`src/rtl/wb_decoder_n_if.sv`:
```
// Wishbone classic single-master bus as seen by the address decoder: master side,
// per-port slave side (flattened vectors) and captured-fault status.
interface wb_decoder_n_if #(
  parameter int NPORTS = 8,
  parameter int DW     = 32
);
  localparam int SW = DW / 8;

  logic                       m_cyc_i, m_stb_i, m_we_i;
  logic [31:0]                m_adr_i;
  logic [SW-1:0]              m_sel_i;
  logic [DW-1:0]              m_dat_i, m_dat_o;
  logic                       m_ack_o, m_err_o, m_stall_o;

  logic [NPORTS-1:0]          s_cyc_o, s_stb_o;
  logic                       s_we_o;
  logic [31:0]                s_adr_o;
  logic [SW-1:0]              s_sel_o;
  logic [DW-1:0]              s_dat_o;
  logic [NPORTS-1:0][DW-1:0]  s_dat_i;
  logic [NPORTS-1:0]          s_ack_i, s_err_i, s_stall_i;

  logic [31:0]                err_adr_o;
  logic                       err_tmo_o;

  // decoder view
  modport slave (
    input  m_cyc_i, m_stb_i, m_we_i, m_adr_i, m_sel_i, m_dat_i,
    input  s_dat_i, s_ack_i, s_err_i, s_stall_i,
    output m_dat_o, m_ack_o, m_err_o, m_stall_o,
    output s_cyc_o, s_stb_o, s_we_o, s_adr_o, s_sel_o, s_dat_o,
    output err_adr_o, err_tmo_o
  );

  // environment view (CPU master plus slave models)
  modport master (
    output m_cyc_i, m_stb_i, m_we_i, m_adr_i, m_sel_i, m_dat_i,
    output s_dat_i, s_ack_i, s_err_i, s_stall_i,
    input  m_dat_o, m_ack_o, m_err_o, m_stall_o,
    input  s_cyc_o, s_stb_o, s_we_o, s_adr_o, s_sel_o, s_dat_o,
    input  err_adr_o, err_tmo_o
  );
endinterface

```
`src/rtl/wb_decoder_n.sv`:
```
// Parametrised Wishbone address decoder / response mux with decode-error,
// cross-region and ack-timeout bus errors plus faulting-address capture.

// Per-port gating: forwards cyc/stb to the selected slave and masks its response
// so the top can OR-reduce all ports into the master response.
module wb_decoder_n_port #(
  parameter int DW = 32
) (
  input  logic          hit,
  input  logic          cyc,
  input  logic          stb,
  input  logic [DW-1:0] dat_i,
  input  logic          ack_i,
  input  logic          err_i,
  input  logic          stall_i,
  output logic          s_cyc,
  output logic          s_stb,
  output logic [DW-1:0] dat_o,
  output logic          ack_o,
  output logic          err_o,
  output logic          stall_o
);
  assign s_cyc   = hit & cyc;
  assign s_stb   = hit & stb;
  assign dat_o   = hit ? dat_i : '0;
  assign ack_o   = hit & ack_i;
  assign err_o   = hit & err_i;
  assign stall_o = hit & stall_i;
endmodule

module wb_decoder_n #(
  parameter int                NPORTS  = 8,
  parameter int                BASE    = 28,
  parameter int                SELW    = 4,
  parameter logic [NPORTS-1:0] PORT_EN = '1,
  parameter int                TIMEOUT = 255,
  parameter int                DW      = 32
) (
  input logic           clk_i,
  input logic           rst_ni,
  wb_decoder_n_if.slave bus
);
  localparam int TW = (TIMEOUT < 2) ? 1 : $clog2(TIMEOUT + 1);

  typedef enum logic [2:0] {IDLE, ACTIVE, DERR, TERR, WAIT} state_t;

  state_t                    state;
  logic [SELW-1:0]           port, fld, sel;
  logic [TW-1:0]             timer, timer_nxt;
  logic [31:0]               err_adr;
  logic                      err_tmo;
  logic                      mapped, strobe, sel_vld, fwd_stb, resp, tmo_hit;
  logic [NPORTS-1:0]         hit, s_cyc, s_stb, r_ack, r_err, r_stall;
  logic [NPORTS-1:0][DW-1:0] r_dat;
  logic [DW-1:0]             m_dat;

  assign fld    = bus.m_adr_i[BASE+SELW-1:BASE];
  assign strobe = bus.m_cyc_i & bus.m_stb_i;

  always_comb begin
    mapped = 1'b0;
    for (int k = 0; k < NPORTS; k++)
      if (fld == SELW'(k)) mapped = PORT_EN[k];
  end

  // Port selection: zero-latency forward on the opening strobe, latched port afterwards.
  // A strobe into another region while ACTIVE is held back from the slave.
  always_comb begin
    sel_vld = 1'b0;
    sel     = port;
    fwd_stb = 1'b0;
    if (rst_ni) begin
      if (state == IDLE && strobe && mapped) begin
        sel_vld = 1'b1;
        sel     = fld;
        fwd_stb = 1'b1;
      end else if (state == ACTIVE) begin
        sel_vld = 1'b1;
        fwd_stb = strobe && (fld == port);
      end
    end
  end

  assign hit = sel_vld ? (NPORTS'(1) << sel) : '0;

  wb_decoder_n_port #(.DW(DW)) u_port [NPORTS-1:0] (
    .hit     (hit),
    .cyc     (bus.m_cyc_i),
    .stb     (fwd_stb),
    .dat_i   (bus.s_dat_i),
    .ack_i   (bus.s_ack_i),
    .err_i   (bus.s_err_i),
    .stall_i (bus.s_stall_i),
    .s_cyc   (s_cyc),
    .s_stb   (s_stb),
    .dat_o   (r_dat),
    .ack_o   (r_ack),
    .err_o   (r_err),
    .stall_o (r_stall)
  );

  always_comb begin
    m_dat = '0;
    for (int k = 0; k < NPORTS; k++) m_dat |= r_dat[k];
  end

  // A response in the expiring cycle wins over the timeout.
  assign resp      = (|r_ack) | (|r_err);
  assign tmo_hit   = (TIMEOUT != 0) && fwd_stb && !resp && (timer == TW'(TIMEOUT - 1));
  assign timer_nxt = (fwd_stb && !resp && !tmo_hit) ? timer + 1'b1 : '0;

  always_ff @(posedge clk_i or negedge rst_ni) begin
    if (!rst_ni) begin
      state   <= IDLE;
      port    <= '0;
      timer   <= '0;
      err_adr <= '0;
      err_tmo <= 1'b0;
    end else begin
      timer <= timer_nxt;
      case (state)
        IDLE: if (strobe) begin
          if (mapped) begin
            port  <= fld;
            state <= tmo_hit ? TERR : ACTIVE;
          end else begin
            state <= DERR;
          end
          if (!mapped || tmo_hit) begin
            err_adr <= bus.m_adr_i;
            err_tmo <= tmo_hit;
          end
        end
        ACTIVE: begin
          if (!bus.m_cyc_i) begin
            state <= IDLE;
          end else if (bus.m_stb_i && fld != port) begin
            state   <= DERR;
            err_adr <= bus.m_adr_i;
            err_tmo <= 1'b0;
          end else if (tmo_hit) begin
            state   <= TERR;
            err_adr <= bus.m_adr_i;
            err_tmo <= 1'b1;
          end
        end
        DERR, TERR: state <= WAIT;
        WAIT:       if (!bus.m_cyc_i) state <= IDLE;
        default:    state <= IDLE;
      endcase
    end
  end

  assign bus.m_dat_o   = m_dat;
  assign bus.m_ack_o   = |r_ack;
  assign bus.m_err_o   = (|r_err) | (state == DERR) | (state == TERR);
  assign bus.m_stall_o = |r_stall;
  assign bus.s_cyc_o   = s_cyc;
  assign bus.s_stb_o   = s_stb;
  assign bus.s_we_o    = bus.m_we_i;
  assign bus.s_adr_o   = bus.m_adr_i;
  assign bus.s_sel_o   = bus.m_sel_i;
  assign bus.s_dat_o   = bus.m_dat_i;
  assign bus.err_adr_o = err_adr;
  assign bus.err_tmo_o = err_tmo;
endmodule
```
`src/flat_wrapper.sv`:
```
// flat-port wrapper written by rule: the top's interface ports become plain ports
module wb_decoder_n_flat 
#(
  parameter int                NPORTS  = 8,
  parameter int                BASE    = 28,
  parameter int                SELW    = 4,
  parameter logic [NPORTS-1:0] PORT_EN = '1,
  parameter int                TIMEOUT = 255,
  parameter int                DW      = 32
)
  (clk_i, rst_ni, bus_m_cyc_i, bus_m_stb_i, bus_m_we_i, bus_m_adr_i, bus_m_sel_i, bus_m_dat_i, bus_s_dat_i, bus_s_ack_i, bus_s_err_i, bus_s_stall_i, bus_m_dat_o, bus_m_ack_o, bus_m_err_o, bus_m_stall_o, bus_s_cyc_o, bus_s_stb_o, bus_s_we_o, bus_s_adr_o, bus_s_sel_o, bus_s_dat_o, bus_err_adr_o, bus_err_tmo_o);
  wb_decoder_n_if #(.NPORTS(NPORTS), .DW(DW)) bus_i ();
  input logic clk_i;
  input logic rst_ni;
  input wire logic [$bits(bus_i.m_cyc_i)-1:0] bus_m_cyc_i;
  input wire logic [$bits(bus_i.m_stb_i)-1:0] bus_m_stb_i;
  input wire logic [$bits(bus_i.m_we_i)-1:0] bus_m_we_i;
  input wire logic [$bits(bus_i.m_adr_i)-1:0] bus_m_adr_i;
  input wire logic [$bits(bus_i.m_sel_i)-1:0] bus_m_sel_i;
  input wire logic [$bits(bus_i.m_dat_i)-1:0] bus_m_dat_i;
  input wire logic [$bits(bus_i.s_dat_i)-1:0] bus_s_dat_i;
  input wire logic [$bits(bus_i.s_ack_i)-1:0] bus_s_ack_i;
  input wire logic [$bits(bus_i.s_err_i)-1:0] bus_s_err_i;
  input wire logic [$bits(bus_i.s_stall_i)-1:0] bus_s_stall_i;
  output wire logic [$bits(bus_i.m_dat_o)-1:0] bus_m_dat_o;
  output wire logic [$bits(bus_i.m_ack_o)-1:0] bus_m_ack_o;
  output wire logic [$bits(bus_i.m_err_o)-1:0] bus_m_err_o;
  output wire logic [$bits(bus_i.m_stall_o)-1:0] bus_m_stall_o;
  output wire logic [$bits(bus_i.s_cyc_o)-1:0] bus_s_cyc_o;
  output wire logic [$bits(bus_i.s_stb_o)-1:0] bus_s_stb_o;
  output wire logic [$bits(bus_i.s_we_o)-1:0] bus_s_we_o;
  output wire logic [$bits(bus_i.s_adr_o)-1:0] bus_s_adr_o;
  output wire logic [$bits(bus_i.s_sel_o)-1:0] bus_s_sel_o;
  output wire logic [$bits(bus_i.s_dat_o)-1:0] bus_s_dat_o;
  output wire logic [$bits(bus_i.err_adr_o)-1:0] bus_err_adr_o;
  output wire logic [$bits(bus_i.err_tmo_o)-1:0] bus_err_tmo_o;
  assign bus_i.m_cyc_i = bus_m_cyc_i;
  assign bus_i.m_stb_i = bus_m_stb_i;
  assign bus_i.m_we_i = bus_m_we_i;
  assign bus_i.m_adr_i = bus_m_adr_i;
  assign bus_i.m_sel_i = bus_m_sel_i;
  assign bus_i.m_dat_i = bus_m_dat_i;
  assign bus_i.s_dat_i = bus_s_dat_i;
  assign bus_i.s_ack_i = bus_s_ack_i;
  assign bus_i.s_err_i = bus_s_err_i;
  assign bus_i.s_stall_i = bus_s_stall_i;
  assign bus_m_dat_o = bus_i.m_dat_o;
  assign bus_m_ack_o = bus_i.m_ack_o;
  assign bus_m_err_o = bus_i.m_err_o;
  assign bus_m_stall_o = bus_i.m_stall_o;
  assign bus_s_cyc_o = bus_i.s_cyc_o;
  assign bus_s_stb_o = bus_i.s_stb_o;
  assign bus_s_we_o = bus_i.s_we_o;
  assign bus_s_adr_o = bus_i.s_adr_o;
  assign bus_s_sel_o = bus_i.s_sel_o;
  assign bus_s_dat_o = bus_i.s_dat_o;
  assign bus_err_adr_o = bus_i.err_adr_o;
  assign bus_err_tmo_o = bus_i.err_tmo_o;
  wb_decoder_n #(.NPORTS(NPORTS), .BASE(BASE), .SELW(SELW), .PORT_EN(PORT_EN), .TIMEOUT(TIMEOUT), .DW(DW)) u_core (.clk_i(clk_i), .rst_ni(rst_ni), .bus(bus_i));
endmodule
```
`config.mk`:
```
export PLATFORM = sky130hd
export DESIGN_NAME = wb_decoder_n_flat
export DESIGN_NICKNAME = d
export VERILOG_FILES = /design/src/rtl/wb_decoder_n_if.sv /design/src/rtl/wb_decoder_n.sv /design/src/flat_wrapper.sv
export SDC_FILE = /design/constraint.sdc
export NUM_CORES = 1
export LEC_CHECK = 0
export CORE_AREA = 4 4 193 195
export CTS_BUF_LIST = sky130_fd_sc_hd__clkbuf_8
export DETAILED_ROUTE_END_ITERATION = 6
export DIE_AREA = 0 0 197 199
export SYNTH_ARGS = -nofsm -noshare
export SYNTH_HDL_FRONTEND = slang
export SYNTH_HIERARCHICAL = 1
export SYNTH_SLANG_ARGS = --single-unit
```
`constraint.sdc`:
```
create_clock -name clk_i -period 12.7 [get_ports clk_i]
set_clock_uncertainty 0.15 [all_clocks]
set_input_delay 3.81 -clock clk_i [delete_from_list [all_inputs] [get_ports clk_i]]
set_output_delay 3.81 -clock clk_i [all_outputs]
set_load 0.05 [all_outputs]
```
# Word-level counts from Yosys, hierarchy flattened
# Index checks and enable logic that the tools add are counted.
[totals] elab_cells=145 in_bits=353 regBits=48
[classes] n_eq_ne=20 addsub=1 bitwise_logic=51 n_reduce_logical=21 mux=46 shift=1
[ops] cell="32-bit 2-to-1 mux" count=13
[ops] cell="32-bit bitwise OR" count=7
[ops] cell="32-bit case mux with 2 select lines" count=1
[ops] cell="1-bit bitwise AND" count=41
[ops] cell="8-bit OR reduction" count=3
[ops] cell="1-bit 2-to-1 mux" count=19
[ops] cell="3-bit 2-to-1 mux" count=6
[ops] cell="4-bit by 3-bit equality test with 1-bit output (second input constant)" count=4
[ops] cell="8-bit 2-to-1 mux" count=2
[ops] cell="3-bit case mux with 4 select lines" count=1
[ops] cell="8-bit by 1-bit adder with 8-bit output (second input constant)" count=1
[ops] cell="4-bit by 2-bit equality test with 1-bit output (second input constant)" count=2
[ops] cell="8-bit equality test (second input constant)" count=1
[ops] cell="4-bit 2-to-1 mux" count=2
[ops] cell="1-bit by 4-bit << shifter with 8-bit output (first input constant)" count=1
[ops] cell="1-bit logical AND" count=7
[ops] cell="3-bit by 2-bit equality test with 1-bit output (second input constant)" count=2
[ops] cell="2-bit != test (second input constant)" count=3
[ops] cell="3-bit AND reduction" count=2
[ops] cell="5-bit AND reduction" count=1
[ops] cell="4-bit by 1-bit equality test with 1-bit output (second input constant)" count=1
[ops] cell="4-bit equality test" count=1
[ops] cell="4-bit zero test" count=1
[ops] cell="4-bit by 3-bit != test with 1-bit output (second input constant)" count=1
[ops] cell="other kinds (13)" count=17

# Longest topological paths before layout
# Gate-level depths: netlist of the first run.
[logic_depth] word_depth=24 mapped_depth=14

# Modules after synthesis
# Netlist of the first run, hierarchy kept.
[by_module_without_submodules] module="wb_decoder_n" cells_each=346 n_inst=1 area_per_inst_um2=3333.2
[by_module_without_submodules] module="wb_decoder_n_port" cells_each=40 n_inst=8 area_per_inst_um2=292.8

# Worst setup path before layout of the first run
# No wires, ideal clock.
[synth_path] path_type="input to output" start="input rst_ni" end="output bus_m_dat_o[0]" stages=10 setup_slack_ns=2.646 required_time_ns=8.740 arrival_ns=6.094 cell_sequence="inv_1 -> or4_4 -> buf_6 -> mux2i_1 -> inv_1 -> nor3_1 -> clkbuf_2 -> and2_2 -> nor4_1 -> nand2_1"
[synth_lines] item="start, declared" line="flat_wrapper.sv:14" text="input logic rst_ni;"
[synth_lines] item="end, declared" line="flat_wrapper.sv:25" text="output wire logic [$bits(bus_i.m_dat_o)-1:0] bus_m_dat_o;"

==> results.txt, run 1 <==
Status: finished, final reports clean
Clk slew on worst S/H paths: 0.09 ns
CTS tree: built
Layout area overhead: 79.3%
DRT Pass-1 Iters: 4
Pin count of the biggest net entering global routing: 53
Post-Route WL: 29,200 um
Slew Limit Headroom: 34.5%
Starting density of the core: 16.0%
Crit-path leading delay family: simple AND/OR/NAND/NOR gates
Vias after detailed routing: 5,913
Total CTS buffers: 5
Site row count: 69
Slew @ Worst Pin: 0.974 ns
Synthesized flop and latch total: 48
Max incr delay on CP: 0.75 ns
Gpl congestion: 0.861
Most common cell in the netlist: and2_2
Critical Path AT: 7.83 ns
Fin Hold WS: 0.348 ns
CTS Buffer Depth: 2
Maxcap violations: 0
VDD IR max: 0.118 mV
Leak: 0.00431 uW
Clock latency on the worst-skew pair: 0.30 ns
Die H: 199 um
Top cells by count, synth: 296 x and2_2, 71 x nor4_1, 69 x buf_4
Fmax: 84.9 MHz
Total area of sequential cells: 0.00120 mm^2
Post-synth top area share: 39.2%
First-pass GRT wire length: 40,400 um
Vias per cell: 3.97
Syn_nets: 1,021
Slowest cell on crit path: clkdlybuf4s50_1
Avg Inst Size Synth: 8.52 um^2
Post-synth EDFFs: 0
Root buffer cell: clkbuf_8
Die Area: 0.0392 mm^2
Total Nets Final: 1,381
Setup Fix Bufs, Post-CTS: 0
DRT iter0 DRCs: 179
Setup-failing EPs final: 0
CP cell instances: clkdlybuf4s50_1 -> or4_4 -> mux2i_1 -> nor3_2 -> buf_4 -> and2_2 -> nor4_1 -> nand2_1 -> clkdlybuf4s50_1
Residual DRC: 0
CTS hold repair buffers: 0
Hold Path Class: reg -> reg
Post-Syn Area: 0.00568 mm^2
Setup crit start kind: input port
Post_cts resized: 0
CP endpoint kind: output port
RSZ-0062 raised after global routing: no
Post-synthesis cell type count: 36
Core area: 0.0354 mm^2
Grt total ovfl: 0
Most used cell, CP: clkdlybuf4s50_1
Initial antenna violation count: 5
Tcrit/Tclk final: 92.8%
Buf/Inv on CP: 3
Vias in the first global route: 6,423
Clk sink count: 48
Fin. Hold Viols: 0
# placed instances: 1,480
Area leader, netlist: and2_2
Setup_tns: 0 ns
Ys Warns: 6
Synth top area cells: and2_2 39%, dfrtp_1 21%, buf_4 9.1%, nor4_1 7.8%, mux2_4 5.3%
Avg WL per Cell: 19.6 um
Ys flop type: dfrtp_1
I/O pins: 506
GRT Util Overall: 13.6%
Non-filler cells, final: 1,489
Antenna-violating nets left: 0
Final min period: 11.79 ns
Async set-reset flop share out of synthesis: 100%
PD cells: 110 mW/mm^2
Area of the multi-input gates: 0.00381 mm^2
Die width: 197 um
Slew Limit Fails: 0
Post-Syn Instances: 666
Sequential fraction of the synthesis area: 21.2%
Port Buf Inserts: 431
Fraction of layout cells with a size suffix above 1: 35.4%
Setup Crit Path Kind: in -> out
WP data required: 8.74 ns
Max H-tree Level: 2
Worst-path maximum fanout: 17
Filler Cell Count: 3,783
DP Wirelength: 24,200 um
[report_power, final]
part / leakage, uW / total (uW) / switching (uW) / internal (uW)
registers: 0.000595 / 254 / 40.5 / 214
logic: 0.00367 / 770 / 439 / 331
clock network: 0.0000473 / 96.6 / 53.0 / 43.5
[placed cells by master, fill, tap and decap left out, types with 2 or more instances in the layout]
cell type	count
inv_1	6
nand3_1	5
nor2_1	10
dfrtp_1	48
mux2i_1	2
clkdlybuf4s50_1	430
clkbuf_8	6
nand2_1	52
nor2_4	2
nor4_1	71
a21o_1	2
o21ai_0	2
and4_1	2
ha_1	2
nand4_1	3
xor2_1	5
xnor2_1	5
nor3_2	6
mux2_1	8
diode_2	2
mux2_4	20
mux2_2	5
buf_4	18
and2_2	296
nor3_1	3
[state kept, by name, summed over array words and instances, names as in the netlist]
register	cells
u_core/bus.err_adr_o	32
u_core/bus.err_tmo_o	1
u_core/state	3
u_core/timer	8
u_core/port	4
[kinds of logic after synthesis]
kind of cell	Yosys count	share of synthesized area, %
AOI/OAI and AO/OA	11	1.96
buffers and inverters	103	12.4
muxes	35	8.22
DFF	48	21.2
xor gates and xnor gates	10	1.54
and+or+nand+nor	457	54.2
adders and majority gates	2	0.441
[layout make-up]
type | count | share of cell area [%]
clock buffers | 6 | 0.812
inverters | 6 | 0.221
repair buffers | 450 | 43.9
well taps | 461 | 5.67
multi-input cells | 515 | 37.5
flip-flops and latches | 48 | 11.8
diodes | 2 | 0.0492
clock inverters | 1 | 0.0861
[stage by stage]
| step | util [%] | worst slack (ns) | instance area [um^2] | total power (uW) |
|---|---|---|---|---|
| finish | 28.7 | 0.915 | 10200 | 1120 |
| global route | 28.7 | 0.517 | 10200 | 1180 |
| CTS | 28.7 | 0.706 | 10200 | 1140 |
| detailed placement | 28.5 | 0.722 | 10100 | 1030 |
| global placement | 28.5 | 0.778 | 10100 | 1030 |
| floorplan | - | 2.65 | 5680 | 751 |
[final timing paths]
| kind | slack, ns | startpoint | endpoint | cells past startpoint |
|---|---|---|---|---|
| max | 0.91 | bus_m_adr_i[31] | bus_m_dat_o[25] | 9 |
| min | 0.35 | u_core/bus.err_adr_o[25] | u_core/bus.err_adr_o[25] | 1 |
| max reg2reg | 7.28 | u_core/state[2] | u_core/bus.err_adr_o[31] | 13 |
| min reg2reg | 0.35 | u_core/bus.err_adr_o[25] | u_core/bus.err_adr_o[25] | 1 |
| max in group asynchronous | 8.44 | rst_ni | u_core/bus.err_adr_o[30] | 2 |
| min in group asynchronous | 3.52 | rst_ni | u_core/bus.err_adr_o[16] | 2 |
[per-layer routing]
metal	vias up	wire (um)	global-route usage [%]
met5	-	35	0
met4	6	541	3.11
met1	2690	10900	14.8
li1	2863	-	-
met3	34	2670	4.29
met2	320	15000	25.8
Power figures use the tool's default switching activity.
==> run 2, diff against run 1 <==
SKIP_CTS_REPAIR_TIMING = 1   (was not set)
==> results of run 2 <==
Same layout as run 1: the final DEF is identical, and so are final timing and power.
==> run 3, diff against run 2 <==
ABC_AREA = 1   (was not set)
CORE_AREA = 4 4 195 197   (was 4 4 193 195)
DIE_AREA = 0 0 199 201   (was 0 0 197 199)
==> results.txt, run 3 <==
Hold Path Class: reg -> reg
Async set-reset flop share out of synthesis: 100% (unchanged)
Ys flop type: dfrtp_1
Slowest cell on crit path: clkdlybuf4s50_1
Clk sink count: 48 (unchanged)
Avg WL per Cell: 16.1 um (-18%)
Top cells by count, synth: 431 x nand2_1, 314 x inv_1, 72 x buf_4
Area leader, netlist: nand2_1
Residual DRC: 0 (unchanged)
Tcrit/Tclk final: 90.3% (-2.5 points)
Post-Syn Area: 0.00597 mm^2 (+5.2%)
WP data required: 8.74 ns (about the same)
CP endpoint kind: output port
PD cells: 113 mW/mm^2 (+2.7%)
Post-synth top area share: 27.1% (-12 points)
Critical Path AT: 7.51 ns (-0.32 ns)
Clock latency on the worst-skew pair: 0.31 ns (about the same)
Setup crit start kind: input port
Most frequent cells in the layout: 431 x nand2_1, 430 x clkdlybuf4s50_1, 314 x inv_1, 66 x nor4_1, 48 x dfrtp_1
Most used cell, CP: nand2_1
Max incr delay on CP: 0.82 ns (+0.07 ns)
Antenna Cells: 0 (-2)
Post-Route WL: 30,200 um (+3.6%)
GRT Util Overall: 14.1% (+0.44 points)
RSZ-0062 raised after global routing: no
Fin. Hold Viols: 0 (unchanged)
Final min period: 11.47 ns (-0.314 ns)
Post-synth EDFFs: 0 (unchanged)
Clk slew on worst S/H paths: 0.10 ns (about the same)
Antenna-violating nets left: 0 (unchanged)
Synth top area cells: nand2_1 27%, dfrtp_1 20%, inv_1 20%, buf_4 9.1%, buf_6 7.2%
Leak: 0.00646 uW (+50%)
Total CTS buffers: 5 (unchanged)
Layout area overhead: 70.0%
Maxcap violations: 0 (unchanged)
VDD IR max: 0.107 mV (-9.8%)
Vias per cell: 3.89 (-2.0%)
Max H-tree Level: 2 (unchanged)
Fraction of layout cells with a size suffix above 1: 2.83% (-33 points)
Fmax: 87.2 MHz (+2.7%)
Grt total ovfl: 0 (unchanged)
Die width: 199 um (+1.0%)
Vias in the first global route: 7,328 (+14%)
Slew Limit Fails: 0 (unchanged)
Sequential fraction of the synthesis area: 20.1% (-1.0 points)
Post-Syn Instances: 1,072 (+61%)
DP Wirelength: 25,100 um (+3.6%)
Slew Limit Headroom: 37.4% (+2.9 points)
PnR worst setup slack: 1.23 ns (+0.314 ns)
First-pass GRT wire length: 43,400 um (+7.4%)
CP cell instances: clkdlybuf4s50_1 -> buf_4 -> nand4_4 -> o21ai_0 -> o21ai_0 -> inv_1 -> nand2_1 -> nor2_4 -> buf_4 -> nand2_1 -> inv_1 -> nor4_1 -> nand2_1 -> clkdlybuf4s50_1
Site row count: 70 (+1.4%)
Setup_tns: 0 ns (unchanged)
Total Nets Final: 1,768 (+28%)
Filler Cell Count: 3,995 (+5.6%)
Die H: 201 um (+1.0%)
Root buffer cell: clkbuf_8
Die Area: 0.0400 mm^2 (+2.0%)
Non-filler cells, final: 1,882 (+26%)
Starting density of the core: 16.5% (+0.43 points)
Buf/Inv on CP: 6 (+3)
CTS tree: built
Vias after detailed routing: 7,324 (+24%)
I/O pins: 506 (unchanged)
Avg Inst Size Synth: 5.57 um^2 (-35%)
Fin Hold WS: 0.330 ns (-0.0177 ns)
Slew @ Worst Pin: 0.937 ns (-0.0372 ns)
CTS Buffer Depth: 2 (unchanged)
Most common cell in the netlist: nand2_1
Status: finished, final reports clean
# placed instances: 1,874 (+27%)
Port Buf Inserts: 431 (unchanged)
Ys Warns: 6 (unchanged)
Final Util: 28.0% (-0.76 points)
Setup-failing EPs final: 0 (unchanged)
Crit-path leading delay family: buffers and inverters
Pin count of the biggest net entering global routing: 50 (-5.7%)
Post-synthesis cell type count: 25 (-31%)
Syn_nets: 1,427 (+40%)
Worst-path maximum fanout: 25 (+8)
DRT iter0 DRCs: 357 (+99%)
Core area: 0.0363 mm^2 (+2.4%)
Setup Crit Path Kind: in -> out
Max reg flops: 32 (unchanged)
Most common cell after layout, fill and taps aside: nand2_1
Setup slack at placement: 1.18 ns (+0.456 ns)
Gpl congestion: 0.888 (+3.1%)
Synthesized flop and latch total: 48 (unchanged)
DRT Pass-1 Iters: 5 (+1)
Initial antenna violation count: 1 (-4)
[run 3: where the power goes]
group | switching, uW | internal [uW] | total (uW)
combinational | 517 | 284 | 801
clock | 58.2 | 44.7 | 103
sequential | 34.5 | 210 | 245
total | 610 | 538 | 1150
[run 3: per-stage QoR]
step           instance area [um^2]  total power [uW]
2_1_floorplan                  5970               780
5_1_grt                       10100              1230
6_report                      10100              1150
3_3_place_gp                  10100              1050
3_5_place_dp                  10100              1050
4_1_cts                       10100              1160
[run 3: worst paths after layout]
check                                    startpoint                       end  slack [ns]  cells past startpoint
max                                     bus_m_cyc_i           bus_m_dat_o[13]        1.23                     14
min                        u_core/bus.err_adr_o[31]  u_core/bus.err_adr_o[31]        0.33                      2
max reg2reg                         u_core/state[2]  u_core/bus.err_adr_o[23]        7.99                     18
min reg2reg                u_core/bus.err_adr_o[31]  u_core/bus.err_adr_o[31]        0.33                      2
max in group asynchronous                    rst_ni  u_core/bus.err_adr_o[29]        8.47                      2
min in group asynchronous                    rst_ni           u_core/state[2]        3.50                      2
[run 3: area by class of cell]
class	count	area (um^2)	area share (%)
inverter	316	1190	11.7
multi-input combinational	598	2670	26.3
clock inverter	2	13.8	0.136
timing repair buffer	444	4410	43.4
sequential	48	1200	11.8
clock buffer	6	82.6	0.814
tap	468	586	5.77
[run 3: cell families (layout without fill, tap and decap cells)]
family,count (synthesis),in the layout,share of synthesized area (%)
adders and majority gates,2,2,0.419
and+or+nand+nor,578,578,41.3
AOI/OAI and AO/OA,13,13,1.34
buffers and inverters,426,768,36.1
DFF,48,48,20.1
xor gates and xnor gates,5,5,0.734
[run 3: worst register-to-register path: cells and delay by family, from the launching register on]
family | cells | cell delay [ns]
AND/OR/NAND/NOR | 13 | 2.66
AO/OA/AOI/OAI | 3 | 1.18
buffers and inverters | 2 | 0.15
flip-flops | 1 | 0.46
[run 3: layer usage]
layer	part of all wire, %	wire length [um]	track usage (%)
met4	1.8	549	2.88
met1	39	11900	16.5
met5	0	0	0.123
met3	10	3070	4.13
met2	49	14700	25.3
